[src/rtl/rv32_decode_pkg.sv]
// Shared decode definitions for the RV32IM ID stage: opcodes, immediate-type
// encodings, controller states and the decoded control bundle.
package rv32_decode_pkg;

    localparam logic [6:0] OPC_LUI    = 7'b0110111;
    localparam logic [6:0] OPC_AUIPC  = 7'b0010111;
    localparam logic [6:0] OPC_JAL    = 7'b1101111;
    localparam logic [6:0] OPC_JALR   = 7'b1100111;
    localparam logic [6:0] OPC_BRANCH = 7'b1100011;
    localparam logic [6:0] OPC_LOAD   = 7'b0000011;
    localparam logic [6:0] OPC_STORE  = 7'b0100011;
    localparam logic [6:0] OPC_OPIMM  = 7'b0010011;
    localparam logic [6:0] OPC_OP     = 7'b0110011;
    localparam logic [6:0] OPC_FENCE  = 7'b0001111;
    localparam logic [6:0] OPC_SYSTEM = 7'b1110011;

    localparam logic [6:0] F7_BASE = 7'b0000000;
    localparam logic [6:0] F7_ALT  = 7'b0100000;
    localparam logic [6:0] F7_MDU  = 7'b0000001;

    localparam logic [31:0] NOP_INSTR = 32'h0000_0013;

    typedef enum logic [2:0] {
        IMM_I = 3'b000,
        IMM_S = 3'b001,
        IMM_J = 3'b010,
        IMM_U = 3'b011,
        IMM_B = 3'b100
    } imm_type_e;

    typedef enum logic [1:0] {
        ST_EMPTY  = 2'b00,
        ST_FULL   = 2'b01,
        ST_HAZARD = 2'b10
    } id_state_e;

    typedef struct packed {
        imm_type_e imm_type;
        logic      imm_en;
        logic      reg_write_en;
        logic      mem_read;
        logic      mem_write;
        logic      branch;
        logic      jump;
        logic      mdu_sel;
        logic      rs1_used;
        logic      rs2_used;
        logic      illegal;
    } dec_ctrl_t;

endpackage

[src/rtl/rv32_opcode_decoder.sv]
// Combinational RV32IM opcode decoder: instruction fields -> control bundle.
// Illegal-instruction detection is built only with ID_ILLEGAL_TRAP_EN defined.
module rv32_opcode_decoder
    import rv32_decode_pkg::*;
(
    input  logic [6:0] i_opcode,
    input  logic [6:0] i_funct7,
    input  logic [4:0] i_rd,
    output dec_ctrl_t  o_ctrl
);

    always_comb begin
        o_ctrl          = '0;
        o_ctrl.imm_type = IMM_I;
        case (i_opcode)
            OPC_LUI, OPC_AUIPC: begin
                o_ctrl.imm_type     = IMM_U;
                o_ctrl.imm_en       = 1'b1;
                o_ctrl.reg_write_en = 1'b1;
            end
            OPC_JAL: begin
                o_ctrl.imm_type     = IMM_J;
                o_ctrl.imm_en       = 1'b1;
                o_ctrl.reg_write_en = 1'b1;
                o_ctrl.jump         = 1'b1;
            end
            OPC_JALR: begin
                o_ctrl.imm_en       = 1'b1;
                o_ctrl.reg_write_en = 1'b1;
                o_ctrl.jump         = 1'b1;
                o_ctrl.rs1_used     = 1'b1;
            end
            OPC_BRANCH: begin
                o_ctrl.imm_type = IMM_B;
                o_ctrl.branch   = 1'b1;
                o_ctrl.rs1_used = 1'b1;
                o_ctrl.rs2_used = 1'b1;
            end
            OPC_LOAD: begin
                o_ctrl.imm_en       = 1'b1;
                o_ctrl.reg_write_en = 1'b1;
                o_ctrl.mem_read     = 1'b1;
                o_ctrl.rs1_used     = 1'b1;
            end
            OPC_STORE: begin
                o_ctrl.imm_type  = IMM_S;
                o_ctrl.imm_en    = 1'b1;
                o_ctrl.mem_write = 1'b1;
                o_ctrl.rs1_used  = 1'b1;
                o_ctrl.rs2_used  = 1'b1;
            end
            OPC_OPIMM: begin
                o_ctrl.imm_en       = 1'b1;
                o_ctrl.reg_write_en = 1'b1;
                o_ctrl.rs1_used     = 1'b1;
            end
            OPC_OP: begin
                o_ctrl.reg_write_en = 1'b1;
                o_ctrl.rs1_used     = 1'b1;
                o_ctrl.rs2_used     = 1'b1;
                o_ctrl.mdu_sel      = (i_funct7 == F7_MDU);
`ifdef ID_ILLEGAL_TRAP_EN
                o_ctrl.illegal      = !((i_funct7 == F7_BASE) || (i_funct7 == F7_ALT) ||
                                        (i_funct7 == F7_MDU));
`endif
            end
            OPC_FENCE, OPC_SYSTEM: begin
            end
            default: begin
`ifdef ID_ILLEGAL_TRAP_EN
                o_ctrl.illegal = 1'b1;
`endif
            end
        endcase

        if (i_rd == 5'd0) o_ctrl.reg_write_en = 1'b0;

`ifdef ID_ILLEGAL_TRAP_EN
        // A trapping instruction must not leave any architectural side effect.
        if (o_ctrl.illegal) begin
            o_ctrl.reg_write_en = 1'b0;
            o_ctrl.mem_read     = 1'b0;
            o_ctrl.mem_write    = 1'b0;
            o_ctrl.branch       = 1'b0;
            o_ctrl.jump         = 1'b0;
            o_ctrl.mdu_sel      = 1'b0;
        end
`endif
    end

endmodule

[src/rtl/id_stage_controller.sv]
// RV32IM decode-stage controller: IF/ID register, load-use hazard bubble,
// fetch/execute handshake, flush and stall counter. Option: ID_ILLEGAL_TRAP_EN.
module id_stage_controller
    import rv32_decode_pkg::*;
#(
    parameter int XLEN        = 32,
    parameter int STALL_CNT_W = 16
) (
    input  logic                   CLK,
    input  logic                   RESET,
    input  logic                   IF_VALID,
    input  logic [31:0]            IF_INSTRUCTION,
    input  logic [XLEN-1:0]        IF_PC,
    output logic                   ID_READY,
    input  logic                   FLUSH,
    input  logic                   EX_READY,
    input  logic                   EX_MEM_READ,
    input  logic [4:0]             EX_RD,
    output logic                   ID_VALID,
    output logic [31:0]            ID_INSTRUCTION,
    output logic [XLEN-1:0]        ID_PC,
    output logic [2:0]             IMMEDIATE_TYPE,
    output logic                   IMM_EN,
    output logic [4:0]             RS1,
    output logic [4:0]             RS2,
    output logic [4:0]             RD,
    output logic                   REG_WRITE_EN,
    output logic                   MEM_READ,
    output logic                   MEM_WRITE,
    output logic                   BRANCH,
    output logic                   JUMP,
    output logic                   MDU_SEL,
    output logic [STALL_CNT_W-1:0] STALL_COUNT,
    output logic                   ILLEGAL
);

    id_state_e              r_state, w_state_nxt;
    logic [31:0]            r_instr;
    logic [XLEN-1:0]        r_pc;
    logic [STALL_CNT_W-1:0] r_stall_cnt;

    dec_ctrl_t w_dec;
    logic      w_entry, w_hazard, w_issue, w_load, w_clear;

    rv32_opcode_decoder u_dec (
        .i_opcode (r_instr[6:0]),
        .i_funct7 (r_instr[31:25]),
        .i_rd     (r_instr[11:7]),
        .o_ctrl   (w_dec)
    );

    assign RS1 = r_instr[19:15];
    assign RS2 = r_instr[24:20];
    assign RD  = r_instr[11:7];

    assign w_entry  = (r_state != ST_EMPTY);
    assign w_hazard = w_entry && EX_MEM_READ && (EX_RD != 5'd0) &&
                      ((w_dec.rs1_used && (RS1 == EX_RD)) ||
                       (w_dec.rs2_used && (RS2 == EX_RD)));
    assign w_issue  = (r_state == ST_FULL) && !w_hazard && EX_READY;

    assign ID_VALID = (r_state == ST_FULL) && !w_hazard;
    assign ID_READY = (r_state == ST_EMPTY) || w_issue;

    // Control flags are masked while empty so a stale register never looks live.
    assign IMMEDIATE_TYPE = w_entry ? w_dec.imm_type : IMM_I;
    assign IMM_EN         = w_entry && w_dec.imm_en;
    assign REG_WRITE_EN   = w_entry && w_dec.reg_write_en;
    assign MEM_READ       = w_entry && w_dec.mem_read;
    assign MEM_WRITE      = w_entry && w_dec.mem_write;
    assign BRANCH         = w_entry && w_dec.branch;
    assign JUMP           = w_entry && w_dec.jump;
    assign MDU_SEL        = w_entry && w_dec.mdu_sel;
    assign ILLEGAL        = w_entry && w_dec.illegal;

    assign ID_INSTRUCTION = r_instr;
    assign ID_PC          = r_pc;
    assign STALL_COUNT    = r_stall_cnt;

    always_comb begin
        w_state_nxt = r_state;
        w_load      = 1'b0;
        w_clear     = 1'b0;
        if (FLUSH) begin
            w_state_nxt = ST_EMPTY;
            w_clear     = 1'b1;
        end else begin
            case (r_state)
                ST_EMPTY: begin
                    if (IF_VALID) begin
                        w_state_nxt = ST_FULL;
                        w_load      = 1'b1;
                    end
                end
                ST_FULL: begin
                    if (w_hazard) begin
                        w_state_nxt = ST_HAZARD;
                    end else if (EX_READY) begin
                        w_state_nxt = IF_VALID ? ST_FULL : ST_EMPTY;
                        w_load      = IF_VALID;
                    end
                end
                ST_HAZARD: w_state_nxt = ST_FULL;
                default:   w_state_nxt = ST_EMPTY;
            endcase
        end
    end

    always_ff @(posedge CLK or posedge RESET) begin
        if (RESET) begin
            r_state <= ST_EMPTY;
            r_instr <= NOP_INSTR;
            r_pc    <= '0;
        end else begin
            r_state <= w_state_nxt;
            if (w_clear) begin
                r_instr <= NOP_INSTR;
                r_pc    <= '0;
            end else if (w_load) begin
                r_instr <= IF_INSTRUCTION;
                r_pc    <= IF_PC;
            end
        end
    end

    // Counts every occupied cycle that does not hand an instruction to EX.
    always_ff @(posedge CLK or posedge RESET) begin
        if (RESET) begin
            r_stall_cnt <= '0;
        end else if (w_entry && !w_issue && (r_stall_cnt != {STALL_CNT_W{1'b1}})) begin
            r_stall_cnt <= r_stall_cnt + 1'b1;
        end
    end

endmodule

[config.mk]
export PLATFORM = sky130hd
export DESIGN_NAME = id_stage_controller
export DESIGN_NICKNAME = d
export VERILOG_FILES = /design/src/rtl/rv32_decode_pkg.sv /design/src/rtl/rv32_opcode_decoder.sv /design/src/rtl/id_stage_controller.sv
export SDC_FILE = /design/constraint.sdc
export NUM_CORES = 1
export LEC_CHECK = 0
export CORE_ASPECT_RATIO = 0.75
export CORE_MARGIN = 8
export CORE_UTILIZATION = 50
export CTS_CLUSTER_SIZE = 28
export DETAILED_ROUTE_END_ITERATION = 6
export DONT_BUFFER_PORTS = 1
export PLACE_DENSITY = 0.74
export SYNTH_ARGS = -nofsm -noshare
export SYNTH_HDL_FRONTEND = slang
export SYNTH_SLANG_ARGS = --single-unit
[constraint.sdc]
create_clock -name CLK -period 4.15 [get_ports CLK]
set_clock_uncertainty 0.2 [all_clocks]
set_input_delay 0.83 -clock CLK [delete_from_list [all_inputs] [get_ports CLK]]
set_output_delay 0.83 -clock CLK [all_outputs]
set_load 0.005 [all_outputs]
**Word level (Yosys, flattened, before mapping)**

Index checks and enable logic that the tools add are counted.

- Output and inout bits: 108
- Register bits: 82
- Logic and storage cells: 82
- Input bits: 75

- $add $sub $neg: 1
- Equal/unequal tests: 17
- Mux-type cells: 28
- Reductions and logical operators: 32

Operators by type and width:

| kind | count |
|---|---|
| two-way mux 32 bit | 4 |
| equality test 7 x 6 -> 1 bit, second input constant | 3 |
| equality test 7 bit, second input constant | 3 |
| adder 16 x 1 -> 16 bit, second input constant | 1 |
| logical AND 1 bit | 16 |
| two-way mux 1 bit | 16 |
| != test 16 bit, second input constant | 1 |
| equality test 7 x 5 -> 1 bit, second input constant | 2 |
| OR reduction 7 bit | 2 |
| case mux 3 bit (4 select lines) | 1 |
| equality test 5 bit | 2 |
| two-way mux 2 bit | 4 |
| equality test 7 x 1 -> 1 bit, second input constant | 1 |
| equality test 7 x 2 -> 1 bit, second input constant | 1 |
| case mux 2 bit (3 select lines) | 1 |
| OR reduction 6 bit | 1 |
| zero test 5 bit | 1 |
| nonzero test 5 bit | 1 |
| != test 4 bit, second input constant | 1 |
| nonzero test 2 bit | 2 |
| OR reduction 2 bit | 2 |
| two-way mux 3 bit | 1 |
| != test 3 bit, second input constant | 1 |
| OR reduction 3 bit | 1 |
| other kinds (7) | 9 |

**Logic depth before layout (Yosys ltp)**

Gate-level depths: netlist (run 1).

- Depth in word-level cells: 12
- Mapped depth: 10
- Depth with buffers taken out: 7

**Modules after synthesis**

A second synthesis (run 1) with hierarchy kept.

- Cells, all modules: 366
- Area total of the unflattened synthesis: 4078.9 sq um

Modules (own cells, without submodules):

| module | instances | sequential area each (sq um) | cells each | area each (sq um) |
|---|---|---|---|---|
| id_stage_controller | 1 | 2055.7 | 329 | 3854.9 |
| rv32_opcode_decoder | 1 | 0.0 | 37 | 224.0 |

**Worst setup path before layout (run 1)**

Ideal clock, no wire load.

- Path type: in2out
- Start: input port EX_RD[4]
- End: output port ID_READY
- Required time: 3.120 ns
- Cell stages on the path: 6
- Arrival: 1.953 ns
- Path buffers: 0
- Slack: 1.167 ns
- Cell sequence: xor2_1 -> a2111oi_4 -> nand3_1 -> a211oi_2 -> or2_2 -> inv_1

- Cells in the longest elaborated chain, start to end: 8
- Elaborated cells on any way between the ends: 12
- Those cells by class: 2 x eq/ne; 10 x reduce/logical

RTL lines:

| element | RTL line | source |
|---|---|---|
| from (decl) | id_stage_controller.sv:18 | `input logic [4:0] EX_RD,` |
| equality test 5 bit, on equally long branches | id_stage_controller.sv:58, id_stage_controller.sv:59 |  |
| logical AND 1 bit, on equally long branches | id_stage_controller.sv:58, id_stage_controller.sv:59 |  |
| logical OR 1 bit | id_stage_controller.sv:58 | `((w_dec.rs1_used && (RS1 == EX_RD)) \|\|` |
| logical AND 1 bit (*) | id_stage_controller.sv:57 | `assign w_hazard = w_entry && EX_MEM_READ && (EX_RD != 5'd0) &&` |
| zero test 1 bit (*) | id_stage_controller.sv:60 | `assign w_issue = (r_state == ST_FULL) && !w_hazard && EX_READY;` |
| logical AND 1 bit (*) (2 in a row) | id_stage_controller.sv:60 |  |
| logical OR 1 bit (*) | id_stage_controller.sv:63 | `assign ID_READY = (r_state == ST_EMPTY) \|\| w_issue;` |
| to (decl) | id_stage_controller.sv:14 | `output logic ID_READY,` |

Every way passes the cells marked *; elsewhere a longest branch is shown, timed or not.

**Final worst setup path (run 1)**

- Start: register r_instr[6], in the netlist ID_INSTRUCTION[6]
- End: output port ID_READY

- Cells in the longest elaborated chain, start to end: 10
- Elaborated cells on any way between the ends: 18
- Those cells by class: 6 x eq/ne; 2 x mux; 10 x reduce/logical

RTL lines:

| element | RTL line | source |
|---|---|---|
| from (decl) | id_stage_controller.sv:38 | `logic [31:0] r_instr;` |
| from (signal assigned) | id_stage_controller.sv:112 | `r_instr <= NOP_INSTR;` |
| from (signal assigned) | id_stage_controller.sv:117 | `r_instr <= NOP_INSTR;` |
| from (signal assigned) | id_stage_controller.sv:120 | `r_instr <= IF_INSTRUCTION;` |
| equality test 7 bit, or another cell as far along | rv32_opcode_decoder.sv:15 | `case (i_opcode)` |
| OR reduction 6 bit (no line) / OR reduction 3 bit (equally long branches) | -- |  |
| two-way mux 1 bit | rv32_opcode_decoder.sv:15 |  |
| logical AND 1 bit, on equally long branches | id_stage_controller.sv:58, id_stage_controller.sv:59 |  |
| logical OR 1 bit (*) | id_stage_controller.sv:58 |  |
| logical AND 1 bit (*) | id_stage_controller.sv:57 |  |
| zero test 1 bit (*) | id_stage_controller.sv:60 |  |
| logical AND 1 bit (*) (2 in a row) | id_stage_controller.sv:60 |  |
| logical OR 1 bit (*) | id_stage_controller.sv:63 |  |

Marks and branches as above.

==> results.md, run 1 <==
- Async set-or-reset flop fraction in the synthesized netlist: 100%
- Most frequent cells after synthesis: dfrtp_1 (79), nor2_1 (73), mux2i_1 (61), buf_4 (18), xor2_1 (13)
- Count of vias placed by the detailed router: 2526
- Net count of the finished layout: 412
- Clock period minus final worst setup slack: about 3.3 ns
- Area taken by multi-input logic gates: between 1500 and 2000 um^2
- Kind of capture point of the worst setup path: output pin
- WL final: 9760 um
- Total die area: 11100 um^2
- Clock latency of the later-clocked register in the worst-skew pair: roughly 0.34 ns
- Number of hold buffers added after cts: 0
- Net switching fraction of the power: 26.8%
- CTS tree: done
- EDFF count, synth: 0
- Number of gates resized after CTS: 0
- CTS root buf: clkbuf_8
- Cell Area, Placed: 3870 um^2
- Number of nets still failing antenna checks after routing: 0
- Number of stages on the worst hold path: 1
- Nets in the synthesized netlist: 431
- HPWL Detailed: 7380 um
- Maximum net fanout on the critical path: 10
- Internal power: 1310 uW
- Achievable Freq: roughly 300 MHz
- Worst-case register-to-register setup slack: 1.45 ns
- Number of storage elements in the synthesis netlist: 82
- Worst hold-check path type: reg2reg
- Setup-failing EPs final: 0
- Floorplan row count: 28
- Critical path class: reg2out
- Synthesized area per cell: 11.3 um^2
- Synth Flop Type: dfrtp_1
- Sequential area share after synthesis: 51.4%
- Starting Density: between 50% and 60%
- Top-area cell type share of the netlist area: 49.5%
- Number of DRC markers after the initial detailed-route iteration: between 200 and 250
- Global placer's final weighted congestion: 0.788
- Worst Hold End: STALL_COUNT[11]
- Required time reported for the critical path endpoint: 3.12 ns
- Post-layout instance area: 4100 um^2
- Fraction of power consumed by combinational cells: 10.3%
- Most area-hungry cell type in the Yosys netlist: dfrtp_1
- Clock transition at the registers of the reported paths: 0.08 ns
- Source of the worst hold timing path: STALL_COUNT[11]
- Setup Fix Bufs, Post-CTS: 0
- Clk network pwr share: about 36%
- Power per Cell Area: 437 nW/um^2
- # IOs: 183
- Maximum number of pins on one net before global-route repair: 67
- Startpoint type of the worst setup path: flop
- Dominant cells by area after synthesis: dfrtp_1 (49%), mux2i_1 (15%), nor2_1 (6.9%)
- Sequential group share of total power: a little over half
- Number of cells produced by synthesis: 355
- Data arrival time at the worst-slack endpoint: around 2.3 ns
- Worst IR Drop VDD: ~0.31 mV
- Fin. max-slew vios: 0
- TritonRoute pass-1 iters: 4
- Sum Neg Setup Slack: 0 ns
- Area of the mapped netlist: 4000 um^2
- Most instantiated library cell after synthesis: dfrtp_1
- GRT overflow: 0
- Slew at the pin with the worst max-slew slack: 1.09 ns
- Unrepaired setup endpoints after global routing: false
- Leak Pwr: 0.00195 uW
- Hold violation count in the final report: 0
- Relative slew margins: between 20% and 30%
- Sw power: 479 uW
- Share of the cycle needed by the critical path after routing: about four fifths
- Vertical die dimension: 93.4 um
- Worst r2r src: ID_INSTRUCTION[4]
- Buffers from clock root to sink, at most: 2
- Share of post-route cells with drive strength above 1: 11.4%
- Worst flop-to-flop path endpoint: ID_INSTRUCTION[1]
- Count of different cell masters after synthesis: 43
- Port buffer count: 0
- Antenna cells: 0
- Post-detailed-route via-to-cell ratio: 5.66
- Area taken by flip-flops and latches: 2060 um^2
- Drt wl/cell: 21.9 um
- Depth of the worst register-to-register path: 8
- Wire length of the first global-routing pass: 15400 um
- DIE WIDTH: 119 um
- H-tree level count: 3
- Via count of the first global-routing pass: between 2000 and 3000
- Result of the run: complete, no violations
- Number of antenna violations at the first check in global routing: 0
- Number of max-cap violations: 0
- Number of sinks handled by clock tree synthesis: 82
- GRT Overall Usage: 17.4%
- Number of buffers added by the clock tree synthesis step: 9
- DRC violations left: 0
- Yosys warnings: 0
- Filler cell count: 717
- Area growth from synthesis to layout: 2.50%
- CORE AREA: 7810 um^2
==> worst max-delay path, stage by stage (launching register included) <==
cell       delay [ns]
dfrtp_1          0.58
inv_2            0.12
a2111oi_4        0.38
nand3_1          0.13
a211oi_2         0.42
or2_2            0.21
inv_1            0.07
==> cells by family after synthesis <==
group / share of synthesized area, %
XOR/XNOR: 5.48
AO/OA/AOI/OAI: 4.38
multiplexers: 15.6
buffers and inverters: 8.11
AND/OR/NAND/NOR: 14.6
flip-flops: 51.4
adder cells (fa/ha/maj): 0.313
other: 0.0938
==> metal layers <==
metal  up-vias  track usage [%]  part of all wire [%]
met4         0             3.88                  0.65
met1      1246             21.2                    41
li1       1148                -                     -
met2       125             27.3                    47
met3         7             8.43                    12
met5         -                0                     0
==> registers in the layout (all words and copies together) (netlist names) <==
register and cells:
ID_INSTRUCTION 32, ID_PC 32, STALL_COUNT 16, r_state 2
==> worst max path at each step <==
stage,startpoint,endpoint
3_3_place_gp,EX_RD[4],ID_READY
6_report,ID_INSTRUCTION[6],ID_READY
2_1_floorplan,RESET,ID_INSTRUCTION[10]
5_1_grt,ID_INSTRUCTION[23],ID_READY
3_5_place_dp,EX_RD[3],ID_READY
4_1_cts,ID_INSTRUCTION[6],ID_READY
==> area by class of cell <==
type                    instances  share of cell area (%)
flip-flops and latches         82                    50.2
multi-input cells             235                    39.6
clock buffers                  11                    3.45
well taps                     105                    3.21
clock inverters                 5                    2.11
repair buffers                  4                    1.04
inverters                       4                   0.397
==> power groups by stage <==
stage | Combinational, uW | Sequential (uW) | Clock, uW
2_1_floorplan | 198 | 936 | 0
3_3_place_gp | 179 | 971 | 0
3_5_place_dp | 188 | 972 | 0
4_1_cts | 187 | 958 | 668
5_1_grt | 212 | 970 | 699
6_report | 185 | 957 | 647
==> metrics by stage <==
| stage | total power [uW] | setup WS, ns | hold WS (ns) | cells | utilization [%] |
|---|---|---|---|---|---|
| 2_1_floorplan | 1130 | 1.02 | 0.277 | 355 | - |
| 3_3_place_gp | 1150 | 0.945 | 0.312 | 430 | 49.5 |
| 3_5_place_dp | 1160 | 0.904 | 0.325 | 430 | 49.5 |
| 4_1_cts | 1810 | 0.826 | 0.324 | 446 | 52.5 |
| 5_1_grt | 1880 | 0.646 | 0.319 | 446 | 52.5 |
| 6_report | 1790 | 0.851 | 0.328 | 446 | 52.5 |
==> layout by cell type, fill, tap and decap left out, types with 2 or more instances in the layout <==
master and count:
dfrtp_1 79, nor2_1 73, mux2i_1 61, xor2_1 13
xnor2_1 12, nand2_1 10, clkbuf_8 10, nor3_1 9
nand4_1 8, a21oi_1 7, and3_1 6, nand3_1 4
dfstp_2 3, and2b_2 3, a211o_2 3, buf_4 3
nor4_1 2, inv_1 2, and4_1 2, o21ai_0 2
or2_2 2, clkinv_4 2, bufinv_16 2
Power figures use the tool's default switching activity.
==> run 2, diff against run 1 <==
- PLACE_DENSITY: 0.74 -> 0.77
- clock period: 4.15 -> 2.66 ns (I/O delays scaled with it)
==> results.md, run 2 (synthesis gave the netlist of run 1 again) <==
- CTS tree: done (unchanged)
- Antenna cells: 0 (unchanged)
- Result of the run: complete, but fails checks (was complete, no violations)
- Number of nets still failing antenna checks after routing: 0 (unchanged)
- Most frequent cells in the layout: dfrtp_1 (74), nor2_1 (73), mux2i_1 (60) (was dfrtp_1 (79), nor2_1 (73), mux2i_1 (61))
- Slowest cell on the critical path: dfrtp_2 (was dfrtp_1)
- Fin. max-slew vios: 0 (unchanged)
- Achievable Freq: around 370 MHz
- Unrepaired setup endpoints after global routing: true (was false)
- GRT Overall Usage: 17.4% (about the same)
- Clock transition at the registers of the reported paths: 0.08 ns (about the same)
- Setup-failing EPs final: 1 (was 0)
- Via count of the first global-routing pass: 2695 (was 2652)
- HPWL Detailed: 7370 um (was 7380 um)
- Critical path class: reg2out (unchanged)
- Startpoint type of the worst setup path: flop (unchanged)
- Clock period minus final worst setup slack: roughly 2.7 ns
- Filler cell count: 684 (was 717)
- Share of post-route cells with drive strength above 1: 18.3% (was 11.4%)
- Number of sinks handled by clock tree synthesis: 82 (unchanged)
- Slew at the pin with the worst max-slew slack: 0.539 ns (was 1.09 ns)
- Worst-path cell chain: xor2_2 -> a2111oi_4 -> nand3_2 -> a211oi_4 -> or2_4 -> inv_2 (was inv_2 -> a2111oi_4 -> nand3_1 -> a211oi_2 -> or2_2 -> inv_1)
- WL final: 9960 um (was 9760 um)
- Total power draw: 2620 uW (was 1790 uW)
- Commonest non-fill, non-tap cell in the layout: dfrtp_1 (unchanged)
- Vertical die dimension: 93.4 um (unchanged)
- Drt wl/cell: 21.6 um (was 21.9 um)
- Buffers from clock root to sink, at most: 2 (unchanged)
- Count of vias placed by the detailed router: 2586 (was 2526)
- Maximum single-stage delay on the critical path: 0.46 ns (was 0.58 ns)
- Placed cell count: 441 (was 430)
- DIE WIDTH: 119 um (unchanged)
- CTS root buf: clkbuf_8 (unchanged)
- Leak Pwr: 0.00200 uW (was 0.00195 uW)
- Total die area: 11100 um^2 (unchanged)
- Share of the cycle needed by the critical path after routing: 102%
- Data arrival time at the worst-slack endpoint: 1.97 ns (was 2.27 ns)
- Utilization after layout: 54.7% (was 52.5%)
- Floorplan row count: 28 (unchanged)
- Net count of the finished layout: 427 (was 412)
- Worst path setup slack after routing: -0.0416 ns (was 0.851 ns)
- Number of buffers added by the clock tree synthesis step: 9 (unchanged)
- Power per Cell Area: 614 nW/um^2 (was 437 nW/um^2)
- Global placer's final weighted congestion: 0.800 (was 0.788)
- Number of max-cap violations: 0 (unchanged)
- Maximum net fanout on the critical path: 4 (was 10)
- Hold violation count in the final report: 0 (unchanged)
- Area growth from synthesis to layout: 6.92% (was 2.50%)
- CORE AREA: 7810 um^2 (unchanged)
- Kind of capture point of the worst setup path: output pin (unchanged)
- Wire length of the first global-routing pass: 15400 um (about the same)
- Number of buffers and inverters on the critical path: 1 (was 2)
- GRT overflow: 0 (unchanged)
- Worst hold-check path type: in2reg (was reg2reg)
- Final Instance Count excl. Fillers: 461 (was 446)
- Number of DRC markers after the initial detailed-route iteration: 193 (was 245)
- Starting Density: 51.2% (unchanged)
- Clock latency of the later-clocked register in the worst-skew pair: 0.34 ns (about the same)
- Post-detailed-route via-to-cell ratio: 5.61 (was 5.66)
- Failing checks: setup timing
- Required time reported for the critical path endpoint: 1.93 ns (was 3.12 ns)
- H-tree level count: 3 (unchanged)
- Maximum number of pins on one net before global-route repair: 83 (was 67)
- TritonRoute pass-1 iters: 4 (unchanged)
- Number of antenna violations at the first check in global routing: 0 (unchanged)
- Worst IR Drop VDD: 0.443 mV (was 0.310 mV)
- DRC violations left: 0 (unchanged)
- # IOs: 183 (unchanged)
- Relative slew margins: 63.8% (was 27.0%)
- Family of cells with the greatest summed delay on the critical path: compound AO/OA/AOI/OAI gates (unchanged)
- Port buffer count: 0 (unchanged)
==> run 2: cell count changes in the layout (fill, tap and decap cells not counted), moves of 3 or more <==
| cell | change |
|---|---|
| buf_12 | +3 |
| buf_4 | +9 |
| clkinvlp_4 | +4 |
| dfrtp_1 | -5 |
| dfrtp_2 | +5 |
==> run 2: area by class of cell <==
cell class	count	area, um^2	share of cell area, %
Sequential cell	82	2060	48.2
Clock buffer	12	145	3.40
Clock inverter	4	27.5	0.644
Inverter	4	18.8	0.439
Timing Repair Buffer	19	216	5.06
Multi-Input combinational cell	235	1670	39.1
Tap cell	105	131	3.07
==> run 2: power breakdown <==
group	switching, uW	internal, uW
Clock	436	364
Combinational	182	169
Sequential	128	1350
==> run 2: through the flow <==
stage | instance area [um^2] | hold slack (ns) | setup TNS, ns | worst slack, ns
floorplan | 4000 | 0.277 | 0 | 0.238
global placement | 3990 | 0.323 | 0 | 0.0261
detailed placement | 3990 | 0.334 | -0.144 | -0.0530
CTS | 4210 | 0.0274 | -0.142 | -0.142
global route | 4270 | 0.0177 | -0.263 | -0.151
finish | 4270 | 0.0513 | -0.0416 | -0.0416
==> run 2: repair_timing <==
item                                    CTS  global route
pin swaps                                 5             8
gates cloned                              0             1
gates resized for setup                   7            10
setup buffers                             1             2
hold buffers                              1             0
hold endpoints to repair                 79             0
endpoints found under the setup margin    4            82
==> run 2: worst paths after layout <==
check / start / endpoint / slack (ns) / cells past startpoint
setup / recovery: ID_INSTRUCTION[16] / ID_READY / -0.04 / 6
setup reg to reg: ID_INSTRUCTION[16] / STALL_COUNT[1] / 0.09 / 7
hold / removal: FLUSH / ID_INSTRUCTION[30] / 0.05 / 1
hold reg to reg: STALL_COUNT[6] / STALL_COUNT[6] / 0.34 / 1
max in group asynchronous: RESET / ID_INSTRUCTION[1] / 1.31 / 3
min in group asynchronous: RESET / ID_PC[18] / 0.60 / 3
==> run 2: metal layers <==
| layer | global-route usage [%] | up-vias | share of wire, % |
|---|---|---|---|
| met5 | 0 | - | 0 |
| met4 | 6.19 | 0 | 1.9 |
| met3 | 8.67 | 14 | 11 |
| met2 | 26.5 | 127 | 45 |
| met1 | 21.0 | 1269 | 42 |
| li1 | - | 1176 | - |
==> run 3, diff against run 2 <==
- CORE_ASPECT_RATIO: 0.75 -> 1.5
- PLACE_DENSITY: 0.77 -> 0.74
- clock period: 2.66 -> 2.5 ns (I/O delays scaled with it)
==> results.md, run 3 (synthesis gave the netlist of run 1 again) <==
- Number of max-cap violations: 0 (unchanged)
- Source of the worst hold timing path: FLUSH (unchanged)
- Slew at the pin with the worst max-slew slack: 0.678 ns (was 0.539 ns)
- Data arrival time at the worst-slack endpoint: 1.97 ns (about the same)
- Setup crit start: ID_INSTRUCTION[16] (unchanged)
- Unrepaired setup endpoints after global routing: true (unchanged)
- HPWL Detailed: 7700 um (was 7370 um)
- Failing checks: setup timing (unchanged)
- Result of the run: complete, but fails checks (unchanged)
- Number of nets still failing antenna checks after routing: 0 (unchanged)
- Worst hold-check path type: in2reg (unchanged)
- CTS tree: done (unchanged)
- GRT Overall Usage: 18.5% (was 17.4%)
- Critical path class: reg2out (unchanged)
- Clock transition at the registers of the reported paths: 0.06 ns (was 0.08 ns)
- GR met2 Demand/Resource: 31.8% (was 26.5%)
- Clock period minus final worst setup slack: 2.67 ns
- Routing usage on met3: 7.74% (was 8.67%)
- TritonRoute pass-1 iters: 4 (unchanged)
- Global placer's final weighted congestion: 0.812 (was 0.800)
- Grt met1 use: 17.6% (was 21.0%)
- Sum Neg Setup Slack: -2.78 ns (was -0.0416 ns)
- Fin. max-slew vios: 0 (unchanged)
- Leak Pwr: 0.00218 uW (was 0.00200 uW)
- Startpoint type of the worst setup path: flop (unchanged)
- Maximum net fanout on the critical path: 2 (was 4)
- # IOs: 183 (unchanged)
- Port buffer count: 0 (unchanged)
- WL final: 10700 um (was 9960 um)
- Share of post-route cells with drive strength above 1: 20.9% (was 18.3%)
- Pre-CTS worst setup slack: -0.133 ns (was -0.0530 ns)
- Power per Cell Area: 694 nW/um^2 (was 614 nW/um^2)
- Maximum number of pins on one net before global-route repair: 67 (was 83)
- Total die area: 11200 um^2 (was 11100 um^2)
- Relative slew margins: 54.7% (was 63.8%)
- Antenna cells: 0 (unchanged)
- Post-layout instance area: 4580 um^2 (was 4270 um^2)
- Floorplan row count: 40 (was 28)
- Commonest non-fill, non-tap cell in the layout: dfrtp_1 (unchanged)
- Kind of capture point of the worst setup path: output pin (unchanged)
- DIE WIDTH: 89.0 um (was 119 um)
- Number of buffers added by the clock tree synthesis step: 9 (unchanged)
- Buffers from clock root to sink, at most: 2 (unchanged)
- Number of sinks handled by clock tree synthesis: 82 (unchanged)
- Most frequent cells in the layout: dfrtp_1 (79), nor2_1 (73), mux2i_1 (58) (was dfrtp_1 (74), nor2_1 (73), mux2i_1 (60))
- Starting Density: 50.6% (was 51.2%)
- CTS root buf: clkbuf_16 (was clkbuf_8)
- H-tree level count: 3 (unchanged)
- Hold violation count in the final report: 0 (unchanged)
- Wire length of the first global-routing pass: 15500 um (was 15400 um)
- Via count of the first global-routing pass: 2811 (was 2695)
- Drt wl/cell: 22.4 um (was 21.6 um)
- Worst r2r src: ID_INSTRUCTION[4] (was ID_INSTRUCTION[16])
- Hold WS: 0.0285 ns (was 0.0513 ns)
- Worst path setup slack after routing: -0.172 ns (was -0.0416 ns)
- Number of DRC markers after the initial detailed-route iteration: 99 (was 193)
- Post-detailed-route via-to-cell ratio: 5.59 (was 5.61)
- Achievable Freq: 374 MHz
- Net count of the finished layout: 445 (was 427)
- Clock latency of the later-clocked register in the worst-skew pair: 0.33 ns (was 0.34 ns)
- CORE AREA: 7910 um^2 (was 7810 um^2)
- Count of vias placed by the detailed router: 2676 (was 2586)
- DRC violations left: 0 (unchanged)
- GRT overflow: 0 (unchanged)
- Total power draw: 3180 uW (was 2620 uW)
- Number of antenna violations at the first check in global routing: 0 (unchanged)
- Area growth from synthesis to layout: 14.5% (was 6.92%)
- Required time reported for the critical path endpoint: 1.80 ns (was 1.93 ns)
- Setup-failing EPs final: 71 (was 1)
- Cell Area, Placed: 4060 um^2 (was 3990 um^2)
- Worst IR Drop VDD: 0.421 mV (was 0.443 mV)
- Vertical die dimension: 126 um (was 93.4 um)
- Gr busiest metal: met2 (unchanged)
- Share of the cycle needed by the critical path after routing: 107%
## run 3: through the flow
step,util [%],cells
2_1_floorplan,-,355
3_3_place_gp,51.3,451
3_5_place_dp,51.3,451
6_report,57.9,479
5_1_grt,57.9,479
4_1_cts,56.4,475
## run 3: timing repair
item / in CTS / in global routing
endpoints found under the hold margin: 29 / 0
cloned: 2 / 2
pin swaps: 5 / 7
setup buffers: 5 / 2
resized for setup: 10 / 11
hold buffers: 1 / 0
endpoints found under the setup margin: 60 / 85
## run 3: final cells by class
type                       instances  area [um^2]
fill                             698         3330
sequential                        82         2060
multi-input combinational        235         1690
timing repair buffer              37          422
clock buffer                      13          250
tap                              105          131
inverter                           4         18.8
clock inverter                     3         15.0
## run 3: worst max-delay path: stages, from the launching register on
cell	delay [ns]
dfrtp_1	0.38
xor2_1	0.20
a2111oi_4	0.41
nand3_2	0.15
a211oi_4	0.29
or2_4	0.17
inv_2	0.04
## run 3: power by group
| part | internal [uW] | leakage (uW) | switching (uW) |
|---|---|---|---|
| Combinational | 216 | 0.000959 | 213 |
| Clock | 695 | 0.000133 | 488 |
| Sequential | 1430 | 0.00109 | 132 |
## run 3: path summary, 6_finish.rpt
kind	slack (ns)	cells after the start	end
setup / recovery	-0.17	6	ID_READY
hold / removal	0.03	1	ID_PC[29]
setup reg to reg	-0.13	9	ID_INSTRUCTION[4]
hold reg to reg	0.33	1	STALL_COUNT[11]
max in group asynchronous	0.86	3	ID_PC[12]
min in group asynchronous	0.55	2	STALL_COUNT[11]
## run 3: metal layers
layer | part of all wire [%] | wire length, um
met5 | 0 | 0
met1 | 32 | 3400
met4 | 3.5 | 378
met3 | 12 | 1240
met2 | 53 | 5680
